===== src/rtl/sap_ctrl_pkg.sv =====
// ---------------------------------------------------------------------------
// sap_ctrl_pkg
// Shared definitions for the SAP control sequencer.
//   - opcode values (4-bit canonical form after normalisation)
//   - bit positions inside the 16-bit datapath control word
//   - CTRL_IDLE: every active-high strobe low, every active-low strobe high
//   - stage_t: encoding of the sequencer stage register
// ---------------------------------------------------------------------------
package sap_ctrl_pkg;

    localparam int CTRL_W  = 16;
    localparam int STAGE_W = 4;

    // Opcodes
    localparam logic [3:0] OP_HLT = 4'd0;
    localparam logic [3:0] OP_NOP = 4'd1;
    localparam logic [3:0] OP_ADD = 4'd2;
    localparam logic [3:0] OP_SUB = 4'd3;
    localparam logic [3:0] OP_LDA = 4'd4;
    localparam logic [3:0] OP_OUT = 4'd5;
    localparam logic [3:0] OP_STA = 4'd6;
    localparam logic [3:0] OP_JMP = 4'd7;
    localparam logic [3:0] OP_JC  = 4'd8;
    localparam logic [3:0] OP_JZ  = 4'd9;

    // Control word bit indices (_N = active low)
    localparam int CTRL_FLAGS_LOAD      = 15;
    localparam int CTRL_PC_INC          = 14;
    localparam int CTRL_PC_EN           = 13;
    localparam int CTRL_PC_LOAD         = 12;
    localparam int CTRL_MAR_ADDR_LOAD_N = 11;
    localparam int CTRL_MAR_MEM_LOAD_N  = 10;
    localparam int CTRL_RAM_EN_N        = 9;
    localparam int CTRL_RAM_LOAD_N      = 8;
    localparam int CTRL_IR_LOAD_N       = 7;
    localparam int CTRL_IR_EN_N         = 6;
    localparam int CTRL_REGA_LOAD_N     = 5;
    localparam int CTRL_REGA_EN         = 4;
    localparam int CTRL_ADDER_SUB       = 3;
    localparam int CTRL_REGB_EN         = 2;
    localparam int CTRL_REGB_LOAD_N     = 1;
    localparam int CTRL_OUT_LOAD_N      = 0;

    localparam logic [CTRL_W-1:0] CTRL_IDLE = 16'h0FE3;

    // Stage encodings; unlisted values are illegal and recover via HOLD
    typedef enum logic [STAGE_W-1:0] {
        ST_T0        = 4'd0,
        ST_T1        = 4'd1,
        ST_T2        = 4'd2,
        ST_T3        = 4'd3,
        ST_T4        = 4'd4,
        ST_T5        = 4'd5,
        ST_HOLD      = 4'd8,
        ST_HALT      = 4'd9,
        ST_WAIT_STEP = 4'd10
    } stage_t;

endpackage


===== src/rtl/sap_ctrl_seq_if.sv =====
// ---------------------------------------------------------------------------
// sap_ctrl_seq_if
// Bundle between the IR/flags/front-panel side and the control sequencer.
//   master : drives opcode_i, flag_c_i, flag_z_i, run_i, step_i, resume_i
//            and observes ctrl_o, stage_o, halted_o, instr_done_o
//   slave  : the sequencer (inverse directions)
// ---------------------------------------------------------------------------
interface sap_ctrl_seq_if
    import sap_ctrl_pkg::*;
#(
    parameter int OPCODE_W = 4
);
    logic [OPCODE_W-1:0] opcode_i;
    logic                flag_c_i;
    logic                flag_z_i;
    logic                run_i;
    logic                step_i;
    logic                resume_i;
    logic [CTRL_W-1:0]   ctrl_o;
    logic [STAGE_W-1:0]  stage_o;
    logic                halted_o;
    logic                instr_done_o;

    modport master (
        output opcode_i, flag_c_i, flag_z_i, run_i, step_i, resume_i,
        input  ctrl_o, stage_o, halted_o, instr_done_o
    );

    modport slave (
        input  opcode_i, flag_c_i, flag_z_i, run_i, step_i, resume_i,
        output ctrl_o, stage_o, halted_o, instr_done_o
    );
endinterface


===== src/rtl/sap_ctrl_decode.sv =====
// ---------------------------------------------------------------------------
// sap_ctrl_decode
// Purely combinational map from (stage, opcode, flags) to the control word.
//   i_stage      : current stage register value
//   i_opcode     : IR opcode field (unsupported values behave as NOP)
//   i_flag_c/z   : carry / zero flags, used by JC / JZ in T3
//   o_ctrl       : 16-bit control word
//   o_instr_done : high in the final stage of the instruction
//   o_last       : same condition, used by the next-stage logic
//   o_to_halt    : final stage of HLT, next stage is HALT
// ---------------------------------------------------------------------------
module sap_ctrl_decode
    import sap_ctrl_pkg::*;
#(
    parameter int OPCODE_W = 4
) (
    input  stage_t              i_stage,
    input  logic [OPCODE_W-1:0] i_opcode,
    input  logic                i_flag_c,
    input  logic                i_flag_z,
    output logic [CTRL_W-1:0]   o_ctrl,
    output logic                o_instr_done,
    output logic                o_last,
    output logic                o_to_halt
);

    logic       w_upper_set;
    logic [3:0] w_op;
    stage_t     w_last_stage;

    generate
        if (OPCODE_W > 4) begin : g_upper
            assign w_upper_set = |i_opcode[OPCODE_W-1:4];
        end else begin : g_no_upper
            assign w_upper_set = 1'b0;
        end
    endgenerate

    // Anything outside the defined opcode set is folded onto NOP
    assign w_op = (w_upper_set || (i_opcode[3:0] > OP_JZ)) ? OP_NOP : i_opcode[3:0];

    always_comb begin
        w_last_stage = ST_T2;
        case (w_op)
            OP_HLT, OP_OUT, OP_JMP, OP_JC, OP_JZ: w_last_stage = ST_T3;
            OP_LDA:                               w_last_stage = ST_T4;
            OP_ADD, OP_SUB, OP_STA:               w_last_stage = ST_T5;
            default:                              w_last_stage = ST_T2;
        endcase
    end

    // ">=" rather than "==" so an opcode changing mid-instruction still ends it
    assign o_last       = (i_stage <= ST_T5) && (i_stage >= w_last_stage);
    assign o_instr_done = o_last;
    assign o_to_halt    = o_last && (w_op == OP_HLT);

    always_comb begin
        o_ctrl = CTRL_IDLE;
        case (i_stage)
            ST_T0: begin
                o_ctrl[CTRL_PC_EN]          = 1'b1;
                o_ctrl[CTRL_MAR_ADDR_LOAD_N] = 1'b0;
            end
            ST_T1: o_ctrl[CTRL_PC_INC] = 1'b1;
            ST_T2: begin
                o_ctrl[CTRL_RAM_EN_N]  = 1'b0;
                o_ctrl[CTRL_IR_LOAD_N] = 1'b0;
            end
            ST_T3: begin
                case (w_op)
                    OP_OUT: begin
                        o_ctrl[CTRL_REGA_EN]    = 1'b1;
                        o_ctrl[CTRL_OUT_LOAD_N] = 1'b0;
                    end
                    OP_JMP, OP_JC, OP_JZ: begin
                        if ((w_op == OP_JMP) || (w_op == OP_JC && i_flag_c) ||
                            (w_op == OP_JZ && i_flag_z)) begin
                            o_ctrl[CTRL_IR_EN_N]  = 1'b0;
                            o_ctrl[CTRL_PC_LOAD]  = 1'b1;
                        end
                    end
                    OP_LDA, OP_ADD, OP_SUB, OP_STA: begin
                        o_ctrl[CTRL_IR_EN_N]         = 1'b0;
                        o_ctrl[CTRL_MAR_ADDR_LOAD_N] = 1'b0;
                    end
                    default: ;
                endcase
            end
            ST_T4: begin
                case (w_op)
                    OP_LDA: begin
                        o_ctrl[CTRL_RAM_EN_N]    = 1'b0;
                        o_ctrl[CTRL_REGA_LOAD_N] = 1'b0;
                    end
                    OP_ADD, OP_SUB: begin
                        o_ctrl[CTRL_RAM_EN_N]    = 1'b0;
                        o_ctrl[CTRL_REGB_LOAD_N] = 1'b0;
                    end
                    OP_STA: begin
                        o_ctrl[CTRL_REGA_EN]        = 1'b1;
                        o_ctrl[CTRL_MAR_MEM_LOAD_N] = 1'b0;
                    end
                    default: ;
                endcase
            end
            ST_T5: begin
                case (w_op)
                    OP_ADD, OP_SUB: begin
                        o_ctrl[CTRL_REGB_EN]     = 1'b1;
                        o_ctrl[CTRL_REGA_LOAD_N] = 1'b0;
                        o_ctrl[CTRL_FLAGS_LOAD]  = 1'b1;
                        o_ctrl[CTRL_ADDER_SUB]   = (w_op == OP_SUB);
                    end
                    OP_STA: o_ctrl[CTRL_RAM_LOAD_N] = 1'b0;
                    default: ;
                endcase
            end
            default: ;
        endcase
    end

endmodule


===== src/rtl/sap_ctrl_seq.sv =====
// ---------------------------------------------------------------------------
// sap_ctrl_seq
// SAP control sequencer: stage register plus next-stage logic; the control
// word is decoded from the registered stage by sap_ctrl_decode.
//   clk   : clock, rising edge
//   rst_n : synchronous active-low reset (stage forced to HOLD)
//   bus   : sap_ctrl_seq_if.slave (opcode/flags/run/step/resume in,
//           ctrl/stage/halted/instr_done out)
// run_i, step_i and resume_i only influence the next stage, never an output
// in the same cycle.
// ---------------------------------------------------------------------------
module sap_ctrl_seq
    import sap_ctrl_pkg::*;
#(
    parameter int OPCODE_W  = 4,
    parameter int STEP_EN   = 1,
    parameter int RESUME_EN = 1
) (
    input  logic           clk,
    input  logic           rst_n,
    sap_ctrl_seq_if.slave  bus
);

    stage_t            r_stage;
    logic              r_step_used;
    logic [CTRL_W-1:0] w_ctrl;
    logic              w_instr_done;
    logic              w_last;
    logic              w_to_halt;

    sap_ctrl_decode #(.OPCODE_W(OPCODE_W)) u_decode (
        .i_stage      (r_stage),
        .i_opcode     (bus.opcode_i),
        .i_flag_c     (bus.flag_c_i),
        .i_flag_z     (bus.flag_z_i),
        .o_ctrl       (w_ctrl),
        .o_instr_done (w_instr_done),
        .o_last       (w_last),
        .o_to_halt    (w_to_halt)
    );

    // r_step_used marks a step_i level that already released WAIT_STEP; it
    // clears only once step_i drops, so a held step advances one instruction.
    always_ff @(posedge clk) begin
        if (!rst_n) begin
            r_stage     <= ST_HOLD;
            r_step_used <= 1'b0;
        end else begin
            if (!bus.step_i) begin
                r_step_used <= 1'b0;
            end
            case (r_stage)
                ST_HOLD: r_stage <= ST_T0;
                ST_T0, ST_T1, ST_T2, ST_T3, ST_T4, ST_T5: begin
                    if (w_to_halt) begin
                        r_stage <= ST_HALT;
                    end else if (w_last) begin
                        if ((STEP_EN != 0) && !bus.run_i) begin
                            r_stage <= ST_WAIT_STEP;
                        end else begin
                            r_stage <= ST_T0;
                        end
                    end else begin
                        r_stage <= stage_t'(r_stage + 4'd1);
                    end
                end
                ST_HALT: begin
                    if ((RESUME_EN != 0) && bus.resume_i) begin
                        r_stage <= ST_T0;
                    end
                end
                ST_WAIT_STEP: begin
                    if ((STEP_EN == 0) || bus.run_i) begin
                        r_stage <= ST_T0;
                    end else if (bus.step_i && !r_step_used) begin
                        r_stage     <= ST_T0;
                        r_step_used <= 1'b1;
                    end
                end
                default: r_stage <= ST_HOLD;
            endcase
        end
    end

    assign bus.ctrl_o       = w_ctrl;
    assign bus.stage_o      = r_stage;
    assign bus.halted_o     = (r_stage == ST_HALT);
    assign bus.instr_done_o = w_instr_done;

endmodule


===== src/flat_wrapper.sv =====
// flat-port wrapper written by rule: the top's interface ports become plain ports
module sap_ctrl_seq_flat import sap_ctrl_pkg::*;
#(
    parameter int OPCODE_W  = 4,
    parameter int STEP_EN   = 1,
    parameter int RESUME_EN = 1
)
  (clk, rst_n, bus_opcode_i, bus_flag_c_i, bus_flag_z_i, bus_run_i, bus_step_i, bus_resume_i, bus_ctrl_o, bus_stage_o, bus_halted_o, bus_instr_done_o);
  sap_ctrl_seq_if #(.OPCODE_W(OPCODE_W)) bus_i ();
  input  logic clk;
  input  logic rst_n;
  input wire logic [$bits(bus_i.opcode_i)-1:0] bus_opcode_i;
  input wire logic [$bits(bus_i.flag_c_i)-1:0] bus_flag_c_i;
  input wire logic [$bits(bus_i.flag_z_i)-1:0] bus_flag_z_i;
  input wire logic [$bits(bus_i.run_i)-1:0] bus_run_i;
  input wire logic [$bits(bus_i.step_i)-1:0] bus_step_i;
  input wire logic [$bits(bus_i.resume_i)-1:0] bus_resume_i;
  output wire logic [$bits(bus_i.ctrl_o)-1:0] bus_ctrl_o;
  output wire logic [$bits(bus_i.stage_o)-1:0] bus_stage_o;
  output wire logic [$bits(bus_i.halted_o)-1:0] bus_halted_o;
  output wire logic [$bits(bus_i.instr_done_o)-1:0] bus_instr_done_o;
  assign bus_i.opcode_i = bus_opcode_i;
  assign bus_i.flag_c_i = bus_flag_c_i;
  assign bus_i.flag_z_i = bus_flag_z_i;
  assign bus_i.run_i = bus_run_i;
  assign bus_i.step_i = bus_step_i;
  assign bus_i.resume_i = bus_resume_i;
  assign bus_ctrl_o = bus_i.ctrl_o;
  assign bus_stage_o = bus_i.stage_o;
  assign bus_halted_o = bus_i.halted_o;
  assign bus_instr_done_o = bus_i.instr_done_o;
  sap_ctrl_seq #(.OPCODE_W(OPCODE_W), .STEP_EN(STEP_EN), .RESUME_EN(RESUME_EN)) u_core (.clk(clk), .rst_n(rst_n), .bus(bus_i));
endmodule

===== config.mk =====
export PLATFORM = sky130hd
export DESIGN_NAME = sap_ctrl_seq_flat
export DESIGN_NICKNAME = d
export VERILOG_FILES = /design/src/rtl/sap_ctrl_pkg.sv /design/src/rtl/sap_ctrl_seq_if.sv /design/src/rtl/sap_ctrl_decode.sv /design/src/rtl/sap_ctrl_seq.sv /design/src/flat_wrapper.sv
export SDC_FILE = /design/constraint.sdc
export NUM_CORES = 1
export LEC_CHECK = 0
export CORE_MARGIN = 8
export CORE_UTILIZATION = 28
export CTS_CLUSTER_DIAMETER = 150
export DETAILED_ROUTE_END_ITERATION = 8
export GPL_ROUTABILITY_DRIVEN = 1
export SLEW_MARGIN = 0
export SYNTH_ARGS = -nofsm -noshare
export SYNTH_HDL_FRONTEND = slang
export SYNTH_SLANG_ARGS = --single-unit

===== constraint.sdc =====
create_clock -name clk -period 3.8 [get_ports clk]
set_input_delay 0.95 -clock clk [delete_from_list [all_inputs] [get_ports clk]]
set_output_delay 0.95 -clock clk [all_outputs]
set_load 0.01 [all_outputs]

==> run summary <==
Root Driver: clkbuf_4
PD cells: 271 nW/um^2
Worst-Skew Late Latency: 0.25 ns
Arrival time at the worst endpoint: 2.75 ns
Total wire length: 2350 microns
RSZ-0062 raised after global routing: no
Initial Util: 0.288
Tightest Pin Transition: 0.415 ns
Register bit total from synthesis: 5
First-pass GRT wire length: 3840 microns
Kind of critical path: primary input to primary output
Syn_nets: 114
Post-Syn Area per Cell: 7.38 sq um
Design area: 1190 sq um
Fin crit share: 0.975
Fmax: 270 MHz
Worst min-delay path class: flop to flop
Setup crit end kind: primary output
Row count: 18
Ant. Diodes: 0
Netlist cell types: 36
Routed Antenna Nets: 0
Hold Vio Cnt, Final: 0
Placed inst area: 1120 sq um
Drt drc: 0
DP Wirelength: 1860 microns
WL/cell: 13.8 microns
Final Hold Slack: 0.445 ns
Slew Viols, Final: 0
Dominant cell type by area after synthesis: dfxtp_1
Largest net degree at the start of global routing: 12
Peak supply drop: 257 uV
Synth Warn #: 0
Synth area leaders: dfxtp_1 14%, ha_1 14%, nor2b_1 6.3%, mux2i_1 4.3%, inv_1 3.8%
Clk_skew: 0.00542 ns
Max clock buf depth: 2
Outcome: finished clean
Max-cap viol count: 0
TritonCTS clock tree: built
GRT Util Overall: 0.106
Main synth FF type: dfxtp_1
CP Max Fanout: 5
Die Ht: 66.0 microns
Die ar.: 4360 sq um
Startpoint Class: primary input
Fin util: 0.491
Worst EP required: 2.85 ns
Synth top area share: 0.143
Post-synth ARST share: 0
Vias per inst: 4.98
# clock sinks: 5
Post-synth EDFFs: 0
Worst-path clk slew: 0.05 ns
RePlAce Congestion: 0.835
DIE WIDTH: 66.0 microns
Via count: 847
Initial antenna violation count: 0
Mapped cell area: 701 sq um
H-tree Lvls: 1
Core Footprint: 2430 sq um
Port Buffers: 32
Final #Nets: 160
Minimum clock period: 3.70 ns
Seq/Total Area, Yosys: 0.143
I/O pin cnt: 33
Post-Syn Instances: 95
Static leakage: 0.509 nW
Final std cells w/o fill: 170
Pre-antenna DRT Iters: 4
Vias in the first global route: 843
Area growth syn-to-layout: 70.4%
1st-iter DRT viols: 50
Share of layout cells above drive strength 1: 0.200
Final setup viols: 0
Remaining global-route overflow: 0
TritonCTS Buffers: 3
Placed cell count: 164
Relative slew slack: 0.722
[logic make-up after synthesis]
logic type,share of synthesized area
flip-flops,0.143
AND/OR/NAND/NOR,0.359
adder cells (fa/ha/maj),0.143
multiplexers,0.0750
AO/OA/AOI/OAI,0.202
XOR/XNOR,0.0125
buffers and inverters,0.0661
[final timing paths]
check	depth (start not counted)	slack (ns)	start	end
setup / recovery	7	0.1	bus_opcode_i[1]	bus_ctrl_o[4]
hold / removal	2	0.44	u_core.r_step_used	u_core.r_step_used
setup reg to reg	8	1.61	u_core.bus.stage_o[0]	u_core.bus.stage_o[3]
hold reg to reg	2	0.44	u_core.r_step_used	u_core.r_step_used
[worst max-delay path, cell delays in order]
cell             delay (ns)
clkdlybuf4s50_1        0.50
buf_6                  0.14
buf_4                  0.12
nor2b_2                0.18
a32oi_1                0.13
nor3_1                 0.17
clkdlybuf4s50_1        0.57
[cell usage after synthesis (2+ instances only)]
cell	number
a32o_1	2
nor2_1	7
nor3_1	2
mux2i_1	3
nand2b_1	4
clkbuf_1	2
o21ai_0	4
nand3_1	4
nor2b_1	7
nand4_1	4
ha_1	8
dfxtp_1	5
mux2_2	2
o22ai_1	2
inv_1	7
nand2_1	7
and2_1	3
a21oi_1	4
[through the flow]
stage	worst slack (ns)	power [mW]	TNS (ns)
after global routing	0.00513	0.353	0
after global placement	-0.331	0.256	-0.331
final	0.0957	0.323	0
after CTS	0.0137	0.323	0
after floorplan	0.399	0.172	0
after detailed placement	-0.357	0.258	-0.357
[area by class of cell]
cell class | instances | area [sq um]
clock buffer | 4 | 26.3
fill | 255 | 1240
inverter | 7 | 26.3
multi-input combinational | 79 | 583
sequential | 5 | 100
tap | 30 | 37.5
timing repair buffer | 45 | 420
[registers in the layout (all words and copies together), names as in the netlist]
signal	cells
u_core.r_step_used	1
u_core.bus.stage_o	4
[placed cells by master (no fill, tap or decap), types with 2 or more instances in the layout]
cell type and n:
nand4_1 4, mux2i_1 3, nor3_1 2, o22ai_1 2, o21ai_0 4, dfxtp_1 5
dlymetal6s2s_1 2, nand2_1 7, ha_1 8, nor2b_2 2, nand3_1 4, nand2b_1 4
clkbuf_4 3, buf_4 12, a32o_1 2, mux2_2 2, nor2_1 7, nor2b_1 5
clkdlybuf4s50_1 28, inv_1 7, and2_1 3, a21oi_1 3
[report_power, final]
group / internal (mW) / total, mW / switching [mW]
clock: 0.0398 / 0.0629 / 0.0232
sequential: 0.0600 / 0.0758 / 0.0157
combinational: 0.0967 / 0.185 / 0.0879
[repair_timing]
item / in CTS / in global routing
resized for setup: 7 / 7
setup buffers: 0 / 2
pin swaps: 0 / 2
hold buffers: 0 / 0
setup endpoints to repair: 1 / 3
[metal layers]
layer  vias up  wire length (microns)  GRT usage
li1        435                      -          -
met1       380                    996      0.116
met2        30                   1120      0.190
met3         2                    220     0.0407
met4         0                     11     0.0240
met5         -                      0          0
(Power assumes the default switching activity.)
